**config.mk**
```make
export PLATFORM = sky130hd
export DESIGN_NAME = cordic_stim_gen_flat
export DESIGN_NICKNAME = d
export VERILOG_FILES = /design/src/rtl/cordic_stim_pkg.sv /design/src/rtl/cordic_stim_gen_if.sv /design/src/rtl/cordic_stim_phase_acc.sv /design/src/rtl/cordic_stim_gen.sv /design/src/flat_wrapper.sv
export SDC_FILE = /design/constraint.sdc
export NUM_CORES = 1
export LEC_CHECK = 0
export ABC_AREA = 1
export CELL_PAD_IN_SITES_DETAIL_PLACEMENT = 1
export CELL_PAD_IN_SITES_GLOBAL_PLACEMENT = 2
export CORE_UTILIZATION = 30
export CTS_CLUSTER_DIAMETER = 40
export DETAILED_ROUTE_END_ITERATION = 12
export GPL_TIMING_DRIVEN = 1
export PLACE_DENSITY = 0.92
export REMOVE_ABC_BUFFERS = 1
export SYNTH_ARGS = -nofsm -noshare
export SYNTH_HDL_FRONTEND = slang
export SYNTH_SLANG_ARGS = --single-unit
```
**constraint.sdc**
```tcl
create_clock -name clock -period 3.95 [get_ports clock]
set_input_delay 0.5925 -clock clock [delete_from_list [all_inputs] [get_ports clock]]
set_output_delay 0.5925 -clock clock [all_outputs]
set_load 0.02 [all_outputs]
```
**src/rtl/cordic_stim_pkg.sv**
```systemverilog
// Shared types and helpers for the CORDIC stimulus generator: FSM states,
// channel-index width and the triangle/square waveform folding functions.
package cordic_stim_pkg;

   localparam int MAX_W = 32;

   typedef enum logic [0:0] {
      ST_IDLE = 1'b0,
      ST_EMIT = 1'b1
   } stim_state_t;

   function automatic int ch_width(input int channels);
      return (channels > 1) ? $clog2(channels) : 1;
   endfunction

   // Fold the top phase bits into a two's-complement triangle of width w.
   function automatic logic [MAX_W-1:0] tri_fold(input logic [MAX_W-1:0] u, input int w);
      logic [MAX_W-1:0] mask;
      logic [MAX_W-1:0] s;
      logic [MAX_W-1:0] f;
      mask = (w >= MAX_W) ? {MAX_W{1'b1}} : ((32'd1 << w) - 32'd1);
      s    = (u << 1) & mask;
      f    = u[w-1] ? (~s & mask) : s;
      return f ^ (32'd1 << (w - 1));
   endfunction

   function automatic logic [MAX_W-1:0] sqr_fold(input logic neg, input int amp);
      return neg ? 32'(-amp) : 32'(amp);
   endfunction

endpackage

```
**src/rtl/cordic_stim_gen_if.sv**
```systemverilog
// Beat stream of the CORDIC stimulus generator: valid/ready handshake plus
// per-beat channel index, angle, start vector and waveform samples.
interface cordic_stim_gen_if #(
   parameter int WIDTH = 16,
   parameter int CH_W  = 1
);
   logic             out_valid;
   logic             out_ready;
   logic [CH_W-1:0]  out_ch;
   logic [WIDTH-1:0] angle;
   logic [WIDTH-1:0] x_start;
   logic [WIDTH-1:0] y_start;
   logic [WIDTH-1:0] tri_amp;
   logic [WIDTH-1:0] sqr_amp;

   modport master (
      output out_valid, out_ch, angle, x_start, y_start, tri_amp, sqr_amp,
      input  out_ready
   );

   modport slave (
      input  out_valid, out_ch, angle, x_start, y_start, tri_amp, sqr_amp,
      output out_ready
   );
endinterface

```
**src/rtl/cordic_stim_phase_acc.sv**
```systemverilog
// One channel's phase accumulator, advanced by its tuning word on each
// enabled sample tick and frozen otherwise.
module cordic_stim_phase_acc #(
   parameter int PHASE_W = 24
) (
   input  logic               clock,
   input  logic               resetn,
   input  logic               tick,
   input  logic               enable,
   input  logic [PHASE_W-1:0] freq,
   output logic [PHASE_W-1:0] phase
);
   logic [PHASE_W-1:0] r_phase;

   assign phase = r_phase;

   // Phase register; freq is only looked at on a tick.
   always_ff @(posedge clock) begin
      if (!resetn) begin
         r_phase <= {PHASE_W{1'b0}};
      end else if (tick && enable) begin
         r_phase <= r_phase + freq;
      end else begin
         r_phase <= r_phase;
      end
   end
endmodule

```
**src/rtl/cordic_stim_gen.sv**
```systemverilog
// Multi-channel CORDIC stimulus generator: per sample tick, one beat per channel.
// Optional build macro CORDIC_STIM_PHASE_OFFSET_EN adds a per-channel phase_ofs input.
module cordic_stim_gen
   import cordic_stim_pkg::*;
#(
   parameter int WIDTH    = 16,
   parameter int PHASE_W  = 24,
   parameter int CHANNELS = 2,
   parameter int DIV      = 4,
   parameter int X_INIT   = 1215,
   parameter int SQR_AMP  = 2000
) (
   input  logic                        clock,
   input  logic                        resetn,
   input  logic                        enable,
   input  logic [CHANNELS*PHASE_W-1:0] freq_word,
`ifdef CORDIC_STIM_PHASE_OFFSET_EN
   input  logic [CHANNELS*PHASE_W-1:0] phase_ofs,
`endif
   output logic                        overrun,
   cordic_stim_gen_if.master           bus
);
   localparam int CH_W  = ch_width(CHANNELS);
   localparam int DIV_W = $clog2(DIV);
   localparam logic [CH_W-1:0]  LAST_CH  = CH_W'(CHANNELS - 1);
   localparam logic [DIV_W-1:0] DIV_LAST = DIV_W'(DIV - 1);

   logic [DIV_W-1:0]   r_div_cnt;
   logic               w_tick;
   logic [PHASE_W-1:0] w_phase [CHANNELS];
   logic [PHASE_W-1:0] w_phase0_next;

   stim_state_t        r_state;
   stim_state_t        w_state_nxt;
   logic               r_valid;
   logic               r_overrun;
   logic [CH_W-1:0]    r_ch;
   logic [CH_W-1:0]    w_ch_inc;
   logic [CH_W-1:0]    w_ld_ch;
   logic               w_load;
   logic               w_hs;
   logic [PHASE_W-1:0] w_src_phase;
   logic [PHASE_W-1:0] w_eff_phase;
   logic [WIDTH-1:0]   w_u;

   logic [WIDTH-1:0]   r_angle;
   logic [WIDTH-1:0]   r_x;
   logic [WIDTH-1:0]   r_tri;
   logic [WIDTH-1:0]   r_sqr;

   assign w_tick = enable && (r_div_cnt == DIV_LAST);

   // Sample-rate prescaler; holds its count while disabled.
   always_ff @(posedge clock) begin
      if (!resetn) begin
         r_div_cnt <= {DIV_W{1'b0}};
      end else if (w_tick) begin
         r_div_cnt <= {DIV_W{1'b0}};
      end else if (enable) begin
         r_div_cnt <= r_div_cnt + 1'b1;
      end else begin
         r_div_cnt <= r_div_cnt;
      end
   end

   for (genvar c = 0; c < CHANNELS; c++) begin : g_acc
      cordic_stim_phase_acc #(.PHASE_W(PHASE_W)) u_acc (
         .clock  (clock),
         .resetn (resetn),
         .tick   (w_tick),
         .enable (enable),
         .freq   (freq_word[c*PHASE_W +: PHASE_W]),
         .phase  (w_phase[c])
      );
   end

   // Channel 0 of a new burst sees the phase as it will be after this tick.
   assign w_phase0_next = w_phase[0] + freq_word[PHASE_W-1:0];
   assign w_ch_inc      = r_ch + 1'b1;
   assign w_hs          = r_valid && bus.out_ready;

   // Next-state and beat-load selection.
   always_comb begin
      w_state_nxt = r_state;
      w_load      = 1'b0;
      w_ld_ch     = r_ch;
      w_src_phase = w_phase[r_ch];
      case (r_state)
         ST_IDLE: begin
            if (w_tick) begin
               w_state_nxt = ST_EMIT;
               w_load      = 1'b1;
               w_ld_ch     = {CH_W{1'b0}};
               w_src_phase = w_phase0_next;
            end else begin
               w_state_nxt = ST_IDLE;
            end
         end
         ST_EMIT: begin
            if (w_hs && (r_ch == LAST_CH)) begin
               w_state_nxt = ST_IDLE;
            end else if (w_hs) begin
               w_load      = 1'b1;
               w_ld_ch     = w_ch_inc;
               w_src_phase = w_phase[w_ch_inc];
            end else begin
               w_state_nxt = ST_EMIT;
            end
         end
         default: begin
            w_state_nxt = ST_IDLE;
         end
      endcase
   end

`ifdef CORDIC_STIM_PHASE_OFFSET_EN
   logic [PHASE_W-1:0] w_ofs [CHANNELS];
   for (genvar c = 0; c < CHANNELS; c++) begin : g_ofs
      assign w_ofs[c] = phase_ofs[c*PHASE_W +: PHASE_W];
   end
   assign w_eff_phase = w_src_phase + w_ofs[w_ld_ch];
`else
   assign w_eff_phase = w_src_phase;
`endif

   assign w_u = WIDTH'(w_eff_phase >> (PHASE_W - WIDTH));

   // FSM state register.
   always_ff @(posedge clock) begin
      if (!resetn) begin
         r_state <= ST_IDLE;
      end else begin
         r_state <= w_state_nxt;
      end
   end

   // Registered beat outputs, overrun flag and channel index.
   always_ff @(posedge clock) begin
      if (!resetn) begin
         r_valid   <= 1'b0;
         r_overrun <= 1'b0;
         r_ch      <= {CH_W{1'b0}};
         r_angle   <= {WIDTH{1'b0}};
         r_x       <= {WIDTH{1'b0}};
         r_tri     <= {WIDTH{1'b0}};
         r_sqr     <= {WIDTH{1'b0}};
      end else begin
         r_valid   <= (w_state_nxt == ST_EMIT);
         r_overrun <= r_overrun | (w_tick && (r_state == ST_EMIT));
         if (w_load) begin
            r_ch    <= w_ld_ch;
            r_angle <= w_u;
            r_x     <= WIDTH'(X_INIT);
            r_tri   <= WIDTH'(tri_fold(MAX_W'(w_u), WIDTH));
            r_sqr   <= WIDTH'(sqr_fold(w_u[WIDTH-1], SQR_AMP));
         end
      end
   end

   assign bus.out_valid = r_valid;
   assign bus.out_ch    = r_ch;
   assign bus.angle     = r_angle;
   assign bus.x_start   = r_x;
   assign bus.y_start   = {WIDTH{1'b0}};
   assign bus.tri_amp   = r_tri;
   assign bus.sqr_amp   = r_sqr;
   assign overrun       = r_overrun;
endmodule

```
**src/flat_wrapper.sv**
```systemverilog
// flat-port wrapper written by rule: the top's interface ports become plain ports
module cordic_stim_gen_flat import cordic_stim_pkg::*;
#(
   parameter int WIDTH    = 16,
   parameter int PHASE_W  = 24,
   parameter int CHANNELS = 2,
   parameter int DIV      = 4,
   parameter int X_INIT   = 1215,
   parameter int SQR_AMP  = 2000
)
  (clock, resetn, enable, freq_word, overrun, bus_out_valid, bus_out_ch, bus_angle, bus_x_start, bus_y_start, bus_tri_amp, bus_sqr_amp, bus_out_ready);
  cordic_stim_gen_if #(.WIDTH(WIDTH), .CH_W((cordic_stim_pkg::ch_width(CHANNELS)))) bus_i ();
  input  logic clock;
  input  logic resetn;
  input  logic enable;
  input  logic [CHANNELS*PHASE_W-1:0] freq_word;
  output logic overrun;
  output wire logic [$bits(bus_i.out_valid)-1:0] bus_out_valid;
  output wire logic [$bits(bus_i.out_ch)-1:0] bus_out_ch;
  output wire logic [$bits(bus_i.angle)-1:0] bus_angle;
  output wire logic [$bits(bus_i.x_start)-1:0] bus_x_start;
  output wire logic [$bits(bus_i.y_start)-1:0] bus_y_start;
  output wire logic [$bits(bus_i.tri_amp)-1:0] bus_tri_amp;
  output wire logic [$bits(bus_i.sqr_amp)-1:0] bus_sqr_amp;
  input wire logic [$bits(bus_i.out_ready)-1:0] bus_out_ready;
  assign bus_out_valid = bus_i.out_valid;
  assign bus_out_ch = bus_i.out_ch;
  assign bus_angle = bus_i.angle;
  assign bus_x_start = bus_i.x_start;
  assign bus_y_start = bus_i.y_start;
  assign bus_tri_amp = bus_i.tri_amp;
  assign bus_sqr_amp = bus_i.sqr_amp;
  assign bus_i.out_ready = bus_out_ready;
  cordic_stim_gen #(.WIDTH(WIDTH), .PHASE_W(PHASE_W), .CHANNELS(CHANNELS), .DIV(DIV), .X_INIT(X_INIT), .SQR_AMP(SQR_AMP)) u_core (.clock(clock), .resetn(resetn), .enable(enable), .freq_word(freq_word), .overrun(overrun), .bus(bus_i));
endmodule
```
==> results of run 1 <==
## cell type report
cell class	instances	area [µm²]	share of cell area, %
timing repair buffer	113	1110	13.4
tap	285	357	4.31
multi-input combinational	804	4270	51.6
sequential	86	1720	20.8
clock buffer	9	225	2.72
clock inverter	7	57.6	0.696
inverter	140	531	6.41
## critical path: stages
cell	delay, ns
clkdlybuf4s50_1	0.41
ha_1	0.23
fa_1	0.41
nand2_1	0.12
nand2_1	0.08
nand3b_1	0.09
nand2_1	0.14
nand2_1	0.12
nand2_1	0.08
nand2_1	0.06
nand3_1	0.14
o21ai_0	0.13
nand2_1	0.08
nand2_1	0.18
o21ai_0	0.09
nor2_1	0.13
nor2_1	0.06
## metal layers
layer  wire (µm)  GRT usage (%)  vias up
li1            -              -     3615
met1       10900           25.3     3307
met2       10900           34.2       98
met3         511           1.92       15
met4         199           4.90        0
met5           0              0        -
## path summary, 6_finish.rpt
check                                             to  slack, ns  depth (start not counted)
hold / removal             u_core.overrun$_SDFF_PN0_       0.46                          1
setup / recovery  u_core.bus.tri_amp[3]$_SDFFE_PN0P_       1.02                         17
setup reg to reg  u_core.bus.tri_amp[3]$_SDFFE_PN0P_       1.39                         16
hold reg to reg            u_core.overrun$_SDFF_PN0_       0.46                          1
## stage by stage
| stage | util (%) | std cells | worst slack [ns] | cell area (µm²) | power (µW) |
|---|---|---|---|---|---|
| finish | 36.7 | 1444 | 1.02 | 8270 | 2110 |
| global route | 36.7 | 1444 | 0.843 | 8270 | 2210 |
| CTS | 36.7 | 1444 | 1.02 | 8270 | 2140 |
| detailed placement | 35.4 | 1428 | 0.717 | 7990 | 1300 |
| global placement | 35.4 | 1428 | 0.732 | 7990 | 1290 |
| floorplan | - | 1030 | 0.989 | 6530 | 1140 |
## cell families after synthesis
kind of cell,Yosys count
AO/OA/AOI/OAI,243
XOR/XNOR,20
adder cells (fa/ha/maj),49
buffers and inverters,218
flip-flops,86
other,1
AND/OR/NAND/NOR,464
## power groups by stage
stage	Combinational [µW]	Sequential [µW]	Clock, µW
floorplan	202	935	0
global placement	372	920	0
detailed placement	377	921	0
CTS	380	901	856
global route	416	903	887
finish	377	901	834
## cell usage in the layout, fill, tap and decap left out, drive strengths merged, types with 2 or more instances in the layout
master and n:
nand2 272, inv 139, clkdlybuf4s50 105, a21oi 100, nor2 92, o21ai 90
dfxtp 86, nand3 58, ha 47, conb 28, o21bai 16, nand3b 11
nor3 11, xnor2 10, xor2 10, o211ai 10, nand4 9, clkbuf 9
buf 8, a211oi 7, or2 6, clkinv 6, a21o 5, o22ai 5
nor4 3, a21boi 3, o21a 2, o221ai 2, a31oi 2, fa 2
clkinvlp 2
## sequential cells by signal, indices dropped and copies added, names as in the netlist
name,count
u_core.g_acc.u_acc.phase,48
u_core.overrun,1
u_core.bus.out_valid,1
u_core.bus.out_ch,1
u_core.r_div_cnt,2
u_core.bus.tri_amp,16
u_core.bus.angle,15
u_core.bus.sqr_amp,2
==> results.toml, run 1 <==
[run_status]
outcome = "completed"

[worst_setup_path]
startpoint = "freq_word[0]"
startpoint_type = "input port"
cp-end-kind = "flop"
arrival_ns = 3.16
rr_startpoint = "u_core.g_acc[0].u_acc.phase[0]$_SDFFE_PN0P_"
critPathMaxFanout = 4
required_ns = 4.18
timing_worst_setup_path_type = "input port to flop"

[yosys]
synthCells = 1081
synth.distinct_cells = 44
netlist_area_um2 = 6900
synth_commonest_cells = "nand2_1, inv_1, a21oi_1, nor2_1, o21ai_0"
ys_seq_elements = 86
synthMuxAreaShare_pct = 0
synth_top_area_cell = "dfxtp_1"
synth.most_common_cell = "nand2_1"
synth_compound_area_share_pct = 19.8
yosys.area_share.simple_pct = 28.9
yosys_most_used_dff = "dfxtp_1"
synth_top_family_by_area = "simple AND/OR/NAND/NOR gates"
synth_adder_area_share_pct = 9.10
synth_top_area_share_pct = 24.9
synth_area_per_cell_um2 = 6.39
async_flop_share_pct = 0
synthTopCellsByArea = "dfxtp_1, nand2_1, ha_1, inv_1, a21oi_1"
yosysWarnings = 0
synthXorXnorAreaFrac_pct = 2.54
ys_seq_area_share_pct = 24.9
synth_edf_count = 0

[global_routing]
grt_max_degree = 58
grt_antenna_before_repair = 0
grtUsageTotal_pct = 19.4
grt_pass1_vias = 7063
grt_overflow = 0
grt_pass1_wl_mm = 36.4

[sta]
rsz0062_at_grt = "no"
tns_ns = 0
slew_headroom_pct = 33.8
tightest_slew_ns = 0.992
hold_ws_ns = 0.464
fin_skew_ns = 0.00926
setup_viol = 0
drv_slew = 0
fmax_mhz = 341
finalHoldViolations = 0
period_share_pct = 74.2
min_period_ns = 2.93

[clocking]
cts_buffer_depth = 2
numCtsBuffers = 9
clock_latency_ns = 0.35
cts_resized = 0
cts_root_buffer = "clkbuf_16"
ctsHoldBuffers = 0
cts_sinks = 86
cts.clk_slew.worst_paths_ns = 0.07
cts_tree = "done"
post-cts-setup-buffers = 0
htreeDepth = 3

[drt]
drt_iter0_markers = 303
drc = 0
detail-route-antenna-nets = 0
via_per_inst = 4.87
wl_mm = 22.5
routedWlPerCell_um = 15.6
dr.pass1.iters = 5
num_vias = 7035

[die]
dieWidth_um = 154
coreArea_um2 = 22600
io_pins = 135
rows = 55
start_util_pct = 30.6
fp.dieH_um = 154
die_area_um2 = 23600

[layout]
fillers = 2915
drive_gt1_share_pct = 4.92
syn_to_final_growth_pct = 19.8
antennaDiodeCount = 0
nNetsFinal = 1255

[min_path]
worstHoldPathType = "flop to flop"
min_from = "u_core.overrun$_SDFF_PN0_"

[power]
ir_drop_v = 0.000189
p_sw_share_pct = 30.5
clockPowerShare_pct = 39.5
seq_power_share_pct = 42.6
p_comb_share_pct = 17.9
p_int_uw = 1470
leakage_uw = 0.00399
cellPowerDensity_nw_per_um2 = 255
net-switching-power_uw = 644

[placement]
io_buffers = 106
place_congestion = 0.872
dp_hpwl_mm = 17.9

[run]
maxCapViolCount = 0
(Power assumes the default switching activity.)
==> run 2, diff against run 1 <==
CORE_UTILIZATION = 28   (was 30)
PLACE_DENSITY = 0.87   (was 0.92)
clock period = 2.9 ns   (was 3.95 ns; I/O delays follow)
==> results.toml, run 2 (same netlist as run 1, synthesis figures left out) <==
[layout]
final_cells = 1514
drive_gt1_share_pct = 7.31
fin_util_pct = 35.6
final_cell_mix = "nand2_1, inv_1, clkdlybuf4s50_1"
nNetsFinal = 1286
antennaDiodeCount = 0
final_common_cell = "nand2_1"
largest_register_ffs = 48
syn_to_final_growth_pct = 25.0

[min_path]
worstHoldPathType = "flop to flop"

[die]
dieWidth_um = 159
fp.dieH_um = 159
die_area_um2 = 25300
start_util_pct = 28.5
coreArea_um2 = 24200
io_pins = 135
rows = 57

[worst_setup_path]
cp-end-kind = "flop"
cp_cell_sequence = "clkdlybuf4s50_1, ha_1, a21oi_2, nand2_1, nand2_1, nand2_2, nand2_1, nand2_1, a21oi_1, o21ai_0, buf_4, nand2_1, nand2_1, nand3_1, nand2_1, nor2_1, nor2_1"
cpMostUsedCell = "nand2_1"
timing_worst_setup_path_type = "input port to flop"
startpoint_type = "input port"
slowest_delay_ns = 0.41
arrival_ns = 2.80
critPathMaxFanout = 5
crit_buf_inv = 2
path_delay_family = "simple AND/OR/NAND/NOR gates"
slowest_stage = "clkdlybuf4s50_1"
required_ns = 3.15
ff2ff_setup_slack_ns = 0.53

[clocking]
numCtsBuffers = 9
post-cts-setup-buffers = 0
cts.clk_slew.worst_paths_ns = 0.07
clock_latency_ns = 0.36
cts_tree = "done"
cts_buffer_depth = 2
ctsHoldBuffers = 0
cts_resized = 0
cts_root_buffer = "clkbuf_16"
htreeDepth = 3
cts_sinks = 86

[global_routing]
grt_overflow = 0
grt_max_degree = 58
grt_pass1_vias = 7168
grt_antenna_before_repair = 0
grtUsageTotal_pct = 18.6
grt_pass1_wl_mm = 37.5

[sta]
tightest_slew_ns = 0.633
rsz0062_at_grt = "no"
tns_ns = 0
fin_skew_ns = 0.0117
setup_viol = 0
fmax_mhz = 392
min_period_ns = 2.55
slew_headroom_pct = 57.8
drv_slew = 0
period_share_pct = 87.9
finalHoldViolations = 0

[drt]
wl_mm = 23.2
drc = 0
drt_iter0_markers = 269
dr.pass1.iters = 4
routedWlPerCell_um = 15.3
via_per_inst = 4.74
detail-route-antenna-nets = 0
num_vias = 7178

[placement]
io_buffers = 106
place_congestion = 0.885
dp_hpwl_mm = 18.4
dp_cells = 1498

[run_status]
outcome = "completed"

[run]
maxCapViolCount = 0

[power]
ir_drop_v = 0.000275
cellPowerDensity_nw_per_um2 = 356
leakage_uw = 0.00416
-- run 2: cell count changes in the layout (fill, tap and decap cells not counted) --
cell / previous run / this run
clkinv_4: 2 / 0
clkbuf_1: 0 / 1
bufinv_16: 0 / 2
buf_4: 7 / 35
inv_6: 1 / 2
clkinv_2: 1 / 0
inv_8: 1 / 0
buf_12: 0 / 3
-- run 2: path summary, 6_finish.rpt --
check | cells after the start | endpoint | startpoint
setup / recovery | 17 | u_core.bus.tri_amp[4]$_SDFFE_PN0P_ | freq_word[2]
hold / removal | 2 | u_core.g_acc[0].u_acc.phase[7]$_SDFFE_PN0P_ | u_core.g_acc[0].u_acc.phase[7]$_SDFFE_PN0P_
setup reg to reg | 16 | u_core.bus.tri_amp[13]$_SDFFE_PN0P_ | u_core.g_acc[0].u_acc.phase[14]$_SDFFE_PN0P_
hold reg to reg | 2 | u_core.g_acc[0].u_acc.phase[7]$_SDFFE_PN0P_ | u_core.g_acc[0].u_acc.phase[7]$_SDFFE_PN0P_
-- run 2: final cells by class --
class / instances / area [µm²]
tap: 324 / 405
clock buffer: 10 / 229
inverter: 140 / 531
timing repair buffer: 144 / 1380
clock inverter: 6 / 92.6
multi-input combinational: 804 / 4270
fill: 3199 / 15600
sequential: 86 / 1720
-- run 2: metrics by stage --
stage | hold WS [ns] | setup slack (ns) | area, µm² | power, µW
after global placement | 0.455 | -0.0110 | 8310 | 1790
after global routing | 0.502 | 0.122 | 8630 | 3200
after floorplan | 0.442 | 0.0123 | 6530 | 1550
final | 0.476 | 0.350 | 8630 | 3080
after CTS | 0.479 | 0.328 | 8630 | 3110
after detailed placement | 0.467 | -0.0156 | 8310 | 1800
-- run 2: where the power goes --
part / leakage [µW] / switching (µW) / internal, µW
registers: 0.000694 / 21.0 / 1210
clock network: 0.000150 / 543 / 762
logic: 0.00332 / 320 / 224
-- run 2: worst reg2reg max path, stage by stage (launching register included) --
cell     delay (ns)
dfxtp_1        0.43
ha_1           0.29
buf_4          0.15
nand2_1        0.06
nand2_1        0.08
a21oi_2        0.18
nand2_1        0.07
nand2_1        0.11
nand4_1        0.10
nand3_2        0.13
nand2_2        0.07
nand2_4        0.14
nand2_8        0.10
inv_4          0.14
nand2_1        0.08
nand2_1        0.08
nor2_1         0.04
-- run 2: metal layers --
layer / share of wire, % / track usage [%] / wire length (µm)
met1: 49 / 24.4 / 11300
met2: 47 / 32.3 / 11000
met3: 2.4 / 2.19 / 558
met4: 1.5 / 5.11 / 353
met5: 0 / 0 / 0
